`config.mk`:
```
export PLATFORM = sky130hd
export DESIGN_NAME = gcd_core
export DESIGN_NICKNAME = d
export VERILOG_FILES = /design/src/rtl/gcd_pkg.sv /design/src/rtl/gcd_step.sv /design/src/rtl/gcd_core.sv
export SDC_FILE = /design/constraint.sdc
export NUM_CORES = 1
export LEC_CHECK = 0
export ABC_AREA = 0
export CAP_MARGIN = 20
export CORE_UTILIZATION = 43
export CTS_BUF_LIST = sky130_fd_sc_hd__clkbuf_4 sky130_fd_sc_hd__clkbuf_8 sky130_fd_sc_hd__clkbuf_16
export CTS_CLUSTER_DIAMETER = 50
export DETAILED_ROUTE_END_ITERATION = 10
export PLACE_DENSITY_LB_ADDON = 0.12
export REMOVE_ABC_BUFFERS = 1
export SYNTH_ARGS = -nofsm -noshare
export SYNTH_HDL_FRONTEND = slang
export SYNTH_SLANG_ARGS = --single-unit
```
`constraint.sdc`:
```
create_clock -name clk_i -period 2.3 [get_ports clk_i]
set_input_delay 0.69 -clock clk_i [delete_from_list [all_inputs] [get_ports clk_i]]
set_output_delay 0.69 -clock clk_i [all_outputs]
set_load 0.01 [all_outputs]
```
`src/rtl/gcd_pkg.sv`:
```
// Shared types and default sizes for the subtractive-Euclid GCD engine.
// No logic; imported by gcd_step and gcd_core.
// Optional cycle counter is enabled with GCD_CYCLE_CNT_EN (see gcd_core).
package gcd_pkg;

    localparam int GCD_DATA_WIDTH = 4;
    localparam int GCD_CNT_WIDTH  = 16;

    typedef enum logic [1:0] {
        IDLE = 2'd0,
        CALC = 2'd1,
        DONE = 2'd2
    } gcd_state_e;

endpackage

```
`src/rtl/gcd_step.sv`:
```
// One subtractive-Euclid step: compare a/b, produce reduced operands or the final result.
// Latency: purely combinational.
// Backpressure: none; the caller decides when to register the outputs.
module gcd_step
    import gcd_pkg::*;
#(
    parameter int DATA_WIDTH = GCD_DATA_WIDTH
) (
    input  logic [DATA_WIDTH-1:0] a,
    input  logic [DATA_WIDTH-1:0] b,
    output logic [DATA_WIDTH-1:0] next_a,
    output logic [DATA_WIDTH-1:0] next_b,
    output logic                  done,
    output logic [DATA_WIDTH-1:0] result
);

    // Priority: b==0 or a==b gives a, then a==0 gives b, otherwise subtract the
    // smaller from the larger (the larger side is known, so no underflow).
    always_comb begin
        next_a = a;
        next_b = b;
        done   = 1'b0;
        result = a;
        if ((b == '0) || (a == b)) begin
            done   = 1'b1;
            result = a;
        end else if (a == '0) begin
            done   = 1'b1;
            result = b;
        end else if (a > b) begin
            next_a = a - b;
        end else begin
            next_b = b - a;
        end
    end

endmodule

```
`src/rtl/gcd_core.sv`:
```
// GCD engine: collects A and B via en/rdy, iterates gcd_step once per cycle, holds result until y_en.
// Latency: y_rdy rises N+1 cycles after CALC entry (N = subtractions performed).
// Backpressure: a_rdy/b_rdy drop once an operand is held or a result is pending; result held until y_en.
// Optional: define GCD_CYCLE_CNT_EN to add the saturating CALC-cycle counter and calc_cycles_o.
module gcd_core
    import gcd_pkg::*;
#(
    parameter int DATA_WIDTH = GCD_DATA_WIDTH
`ifdef GCD_CYCLE_CNT_EN
    ,
    parameter int CNT_WIDTH  = GCD_CNT_WIDTH
`endif
) (
    input  logic                  clk_i,
    input  logic                  rst_ni,
    input  logic [DATA_WIDTH-1:0] a_data,
    input  logic                  a_en,
    output logic                  a_rdy,
    input  logic [DATA_WIDTH-1:0] b_data,
    input  logic                  b_en,
    output logic                  b_rdy,
    output logic [DATA_WIDTH-1:0] y_data,
    output logic                  y_rdy,
    input  logic                  y_en
`ifdef GCD_CYCLE_CNT_EN
    ,
    output logic [CNT_WIDTH-1:0]  calc_cycles_o
`endif
);

    gcd_state_e            state, state_nxt;
    logic [DATA_WIDTH-1:0] a_q, a_nxt;
    logic [DATA_WIDTH-1:0] b_q, b_nxt;
    logic                  a_loaded, a_loaded_nxt;
    logic                  b_loaded, b_loaded_nxt;
    logic [DATA_WIDTH-1:0] y_nxt;

    logic [DATA_WIDTH-1:0] step_a;
    logic [DATA_WIDTH-1:0] step_b;
    logic                  step_done;
    logic [DATA_WIDTH-1:0] step_result;

    logic a_cap;
    logic b_cap;

    gcd_step #(
        .DATA_WIDTH(DATA_WIDTH)
    ) u_step (
        .a      (a_q),
        .b      (b_q),
        .next_a (step_a),
        .next_b (step_b),
        .done   (step_done),
        .result (step_result)
    );

    assign a_rdy = (state == IDLE) && !a_loaded;
    assign b_rdy = (state == IDLE) && !b_loaded;
    assign y_rdy = (state == DONE);
    assign a_cap = a_en && a_rdy;
    assign b_cap = b_en && b_rdy;

    // State and datapath registers; reset clears everything including the held result.
    always_ff @(posedge clk_i or negedge rst_ni) begin
        if (!rst_ni) begin
            state    <= IDLE;
            a_q      <= '0;
            b_q      <= '0;
            a_loaded <= 1'b0;
            b_loaded <= 1'b0;
            y_data   <= '0;
        end else begin
            state    <= state_nxt;
            a_q      <= a_nxt;
            b_q      <= b_nxt;
            a_loaded <= a_loaded_nxt;
            b_loaded <= b_loaded_nxt;
            y_data   <= y_nxt;
        end
    end

    // Next-state: capture operands independently in IDLE, step in CALC, hold in DONE.
    always_comb begin
        state_nxt    = state;
        a_nxt        = a_q;
        b_nxt        = b_q;
        a_loaded_nxt = a_loaded;
        b_loaded_nxt = b_loaded;
        y_nxt        = y_data;
        case (state)
            IDLE: begin
                if (a_cap) begin
                    a_nxt        = a_data;
                    a_loaded_nxt = 1'b1;
                end
                if (b_cap) begin
                    b_nxt        = b_data;
                    b_loaded_nxt = 1'b1;
                end
                if (a_loaded_nxt && b_loaded_nxt) begin
                    state_nxt = CALC;
                end
            end
            CALC: begin
                if (step_done) begin
                    y_nxt        = step_result;
                    a_loaded_nxt = 1'b0;
                    b_loaded_nxt = 1'b0;
                    state_nxt    = DONE;
                end else begin
                    a_nxt = step_a;
                    b_nxt = step_b;
                end
            end
            DONE: begin
                if (y_en) begin
                    state_nxt = IDLE;
                end
            end
            default: begin
                state_nxt = IDLE;
            end
        endcase
    end

`ifdef GCD_CYCLE_CNT_EN
    logic [CNT_WIDTH-1:0] cnt_q;
    logic [CNT_WIDTH-1:0] cnt_inc;

    assign cnt_inc = (&cnt_q) ? cnt_q : cnt_q + 1'b1;

    // Count CALC cycles (final one included), saturating; publish alongside the result.
    always_ff @(posedge clk_i or negedge rst_ni) begin
        if (!rst_ni) begin
            cnt_q         <= '0;
            calc_cycles_o <= '0;
        end else if ((state == IDLE) && (state_nxt == CALC)) begin
            cnt_q <= '0;
        end else if (state == CALC) begin
            cnt_q <= cnt_inc;
            if (step_done) begin
                calc_cycles_o <= cnt_inc;
            end
        end
    end
`endif

endmodule
```
# ---- After elaboration in Yosys (flattened, before gate mapping)
# Index checks and enable logic that the tools add are counted.
dict set report totals {
  mem_count 0
  mem_bits_ro 0
  out_inout_bits 7
  input_bits 13
  ramBits 0
  ff_bits 16
  latch_bits 0
}
dict set report op_classes {
  bitwise_logic 0
  add_sub_neg 2
  div 0
  eq_ne 13
  order_cmp 1
  reduce_logical 17
  n_mux 27
  shifts 0
  mul 0
}
# cell count
set ops {}
lappend ops {{2-to-1 mux 4 bit} 12}
lappend ops {{one-hot mux 4 bit (2 select lines)} 2}
lappend ops {{inequality test 2 bit, second input constant} 7}
lappend ops {{AND reduction 6 bit} 2}
lappend ops {{zero test 4 bit} 2}
lappend ops {{subtractor 4 bit} 2}
lappend ops {{2-to-1 mux 1 bit} 7}
lappend ops {{2-to-1 mux 2 bit} 3}
lappend ops {{inequality test 2 x 1 -> 1 bit, second input constant} 3}
lappend ops {{one-hot mux 2 bit (3 select lines)} 1}
lappend ops {{logical AND 1 bit} 5}
lappend ops {{== test 4 bit} 1}
lappend ops {{> comparator 4 bit} 1}
lappend ops {{one-hot mux 1 bit (2 select lines)} 2}
lappend ops {{AND reduction 2 bit} 2}
lappend ops {{AND reduction 3 bit} 1}
lappend ops {{== test 2 x 1 -> 1 bit, second input constant} 1}
lappend ops {{== test 2 bit, second input constant} 1}
lappend ops {{zero test 1 bit} 2}
lappend ops {{zero test 2 bit} 1}
lappend ops {{nonzero test 2 bit} 1}
lappend ops {{logical OR 1 bit} 1}

# ---- Longest topological paths before layout
# Gate-level depths: netlist of run 1.
dict set report depth {
  word_depth 8
  mapped_depth 8
}

# ---- Hierarchy
# From an unflattened synthesis of run 1, not the netlist that was laid out.
dict set report unflattened {
  hier_cells 114
  area_unflattened_um2 1271.2
}
# mod cells_each instances seq_area_each_um2 area_each_um2
set modules_own_cells {}
lappend modules_own_cells {gcd_core 61 1 400.4 817.0}
lappend modules_own_cells {gcd_step 53 1 0.0 454.2}

# ---- Worst setup path after synthesis of run 1
# No wires, ideal clock.
dict set report synth_timing {
  kind {register -> register}
  from {register a_q[0]}
  to {register b_q[3]}
  t_required_ns 2.175
  setup_time_ns 0.125
  period_less_slack_ns 2.054
  stages_incl_launch_ff 8
  arrival_ns 1.929
  setup_slack_ns 0.246
  path_cell_list {dfrtp_1 > inv_1 > ha_1 > fa_1 > nor2b_1 > o21ai_1 > a32oi_4 > mux2_4}
}
dict set report synth_via {
  elab_chain_len 6
  elab_cells_between_ends 17
}
# element line_no
set synth_rtl {}
lappend synth_rtl {{from (decl)} gcd_core.sv:32} ;# logic [DATA_WIDTH-1:0] a_q, a_nxt;
lappend synth_rtl {{from (signal assigned)} gcd_core.sv:74} ;# a_q <= a_nxt;
lappend synth_rtl {{subtractor 4 bit} gcd_step.sv:33} ;# next_b = b - a;
lappend synth_rtl {{2-to-1 mux 4 bit} gcd_step.sv:30} ;# end else if (a > b) begin
lappend synth_rtl {{2-to-1 mux 4 bit} gcd_step.sv:27} ;# end else if (a == '0) begin
lappend synth_rtl {{2-to-1 mux 4 bit} gcd_step.sv:24} ;# if ((b == '0) || (a == b)) begin
lappend synth_rtl {{2-to-1 mux 4 bit} gcd_core.sv:105} ;# if (step_done) begin
lappend synth_rtl {{one-hot mux 4 bit (2 select lines)} gcd_core.sv:90} ;# case (state)
lappend synth_rtl {{to (signal assigned)} gcd_core.sv:75} ;# b_q <= b_nxt;
lappend synth_rtl {{to (decl)} gcd_core.sv:33} ;# logic [DATA_WIDTH-1:0] b_q, b_nxt;
# Several ways; a longest one is shown, not always the timed one. The select of a mux whose other input is x is not followed.
# A chain may end at the register's enable or synchronous reset.

# ---- Worst setup path after layout of run 1
dict set report layout_timing {
  from {register state[0]}
  to {output a_rdy}
}
dict set report layout_via {
  elab_chain_len 2
}
# element line_no
set layout_rtl {}
lappend layout_rtl {{from (decl)} gcd_core.sv:31} ;# gcd_state_e state, state_nxt;
lappend layout_rtl {{from (signal assigned)} gcd_core.sv:73} ;# state <= state_nxt;
lappend layout_rtl {{zero test 2 bit} gcd_core.sv:57} ;# assign a_rdy = (state == IDLE) && !a_loaded;
lappend layout_rtl {{logical AND 1 bit} gcd_core.sv:57}
lappend layout_rtl {{to (decl)} gcd_core.sv:18} ;# output logic a_rdy,
# Every way passes these cells.

==> impl_metrics.toml, run 1 <==
[run_status]
status = "finished clean"

[global_route]
overflow = 0
grt_first_pass_wirelength_um = 3760
grt_max_degree = 17
antenna_found_initial = 0
grt_usage_pct = 19.4
grt_pass1_vias = 802

[power_and_ir_drop]
ir_drop_mv = 1.06
p_leak_nw = 0.629
power_density_nw_per_um2 = 1800

[synthesis]
ys_ff_latch = 16
synth_cell_types = 27
synth_top_area_cell = "dfrtp_1"
synth.avg_cell_area_um2 = 9.92
synth_cells = 107
synth_area_leaders = "dfrtp_1 38%, ha_1 8.3%, a21oi_1 8.0%"
synth_seq_area_share_pct = 37.7
synth_area_um2 = 1060
synth_warnings = 0
synth_top_area_share_pct = 37.7

[clocking]
cts.hold.buffers_added = 0
cts_tree = "yes"
cts.sinks = 16
clk_path_buf_depth = 2
numCtsBuffers = 3
h-tree-depth = 1
insertion_delay_ns = 0.30
path_clk_slew_ns = 0.10
cts_root_buf = "clkbuf_4"
cts_setup_buffers = 0

[drt]
wl_per_cell_um = 14.0
via_count = 828
firstDrtPassIters = 2
wl_um = 2250
drc = 0
avgViaCountPerCell = 5.14
initialDrtViolationCount = 6
ant_nets = 0

[floorplanning]
io_pins = 20
die_h_um = 51.7
rows = 17
die-area_um2 = 2670
floorplan.initialDensity_pct = 46.6
core_area_um2 = 2280
die_w_um = 51.7

[worst_setup_path]
crit_fanout = 6
critPathKind = "reg -> out"
crit_arrival_ns = 1.56
critical_path.startpoint_type = "register"
r2r_setup_slack_ns = 0.21
end_kind = "primary output"
cp_slowest_cell = "clkdlybuf4s50_1"
cp_slowest_stage_delay_ns = 0.57
cp_data_required_time_ns = 1.61
worstPathCellList = "nor3_2, clkdlybuf4s50_1"

[timing]
clock_skew_ns = 0.00211
period_share_pct = 98.0
setup_violations = 0
drv_slew = 0
final_hold_viol_count = 0
relSlewSlack_pct = 74.1
timing.hold.ws_ns = 0.535
tightest_slew_ns = 0.387
min_period_ns = 2.25
max_freq_mhz = 444
rsz0062_at_grt = "no"
fin_setup_tns_ns = 0

[final_layout]
fin_cells = 161
drive_gt1_share_pct = 17.3
n_antenna_cell = 0
nFillCells = 192
nets = 156
stdcell_area_um2 = 1370
syn2layout_area_growth_pct = 29.1

[placed_design]
dpl_cell_area_um2 = 1320
post-place-cells = 157
gp_congestion = 0.846
port_buffers = 19
dp_hpwl_um = 1660

[flow_run]
maxCapViolCount = 0

[hold_path]
min_path_type = "reg -> reg"
-- synthesized netlist by cell type (all sizes together) --
| library cell | count |
|---|---|
| a21oi | 17 |
| dfrtp | 16 |
| nor2 | 12 |
| inv | 11 |
| ha | 7 |
| mux2i | 6 |
| o21ai | 6 |
| nand2 | 5 |
| nor3 | 5 |
| nor2b | 3 |
| buf | 2 |
| fa | 2 |
| mux2 | 2 |
| xnor2 | 2 |
| a21o | 1 |
| a22oi | 1 |
| a32oi | 1 |
| clkbuf | 1 |
| nand2b | 1 |
| nand4 | 1 |
| nor4 | 1 |
| o21ba | 1 |
| o22a | 1 |
| o41ai | 1 |
| xor2 | 1 |
-- path summary, 6_finish.rpt --
| path | from | to | cells past startpoint |
|---|---|---|---|
| setup / recovery | state[0] | a_rdy | 2 |
| hold / removal | y_data[3] | y_data[3] | 2 |
| setup reg to reg | a_q[2] | b_q[3] | 7 |
| hold reg to reg | y_data[3] | y_data[3] | 2 |
| max in group asynchronous | rst_ni | a_q[0] | 2 |
| min in group asynchronous | rst_ni | b_q[3] | 2 |
-- metal layers --
layer / GRT usage, % / wire, um / vias up / part of all wire [%]
met2: 32.5 / 1080 / 17 / 48
met1: 25.6 / 1050 / 386 / 47
li1: - / - / 420 / -
met5: 0 / 0 / - / 0
met3: 2.63 / 84 / 5 / 3.7
met4: 6.76 / 37 / 0 / 1.6
-- where the power goes --
part / switching, W / internal [W]
Clock: 0.000103 / 0.0000967
Combinational: 0.000818 / 0.000826
Sequential: 0.000178 / 0.000438
-- per-stage QoR --
step,util (%),setup slack (ns),total power [W]
CTS,59.9,0.0301,0.00245
finish,60.2,0.0462,0.00246
floorplan,-,0.246,0.00175
detailed placement,57.9,0.183,0.00222
global placement,57.9,0.222,0.00219
global route,60.2,0.00257,0.00268
-- state kept, by name (all words and copies together) (netlist names) --
register	flops
a_q	4
b_q	4
y_data	4
state	2
a_loaded	1
b_loaded	1
-- final cells by class --
class	instances	area [um^2]	area share, %
flip-flops and latches	16	403	29.4
well taps	28	35.0	2.56
repair buffers	25	235	17.2
clock buffers	4	36.3	2.65
inverters	11	41.3	3.01
multi-input cells	77	619	45.2
-- critical path: cells and delay by family, from the launching register on --
family	cells	cell delay (ns)
buf+inv	1	0.57
flops	1	0.46
simple gates	1	0.23
-- logic make-up after synthesis --
| group | Yosys count | share of synthesized area (%) |
|---|---|---|
| flops | 16 | 37.7 |
| buf+inv | 14 | 5.19 |
| xor+xnor | 3 | 2.48 |
| compound gates | 29 | 19.7 |
| mux | 8 | 8.49 |
| simple gates | 28 | 14.4 |
| fa+ha+maj | 9 | 12.0 |
-- what timing repair did --
item                       4_1_cts  5_1_grt
setup endpoints to repair        1        6
resized for setup                2        3
pin swaps                        0        1
-- placed cells by master, fill, tap and decap left out, types with 5 or more instances in the layout --
master           Yosys  routed
dfrtp_1             16      14
nor2_1              12      12
o21ai_0              5       5
buf_4                0       6
clkdlybuf4s50_1      0      19
mux2i_1              6       6
nand2_1              5       5
inv_1               11      11
a21oi_1             17      17
ha_1                 7       7
(Power assumes the default switching activity.)
==> run 2, diff against run 1 <==
Settings changed: CTS_CLUSTER_SIZE set to 24.
==> results of run 2 <==
The final DEF is identical to that of run 1; final timing and power are the same.
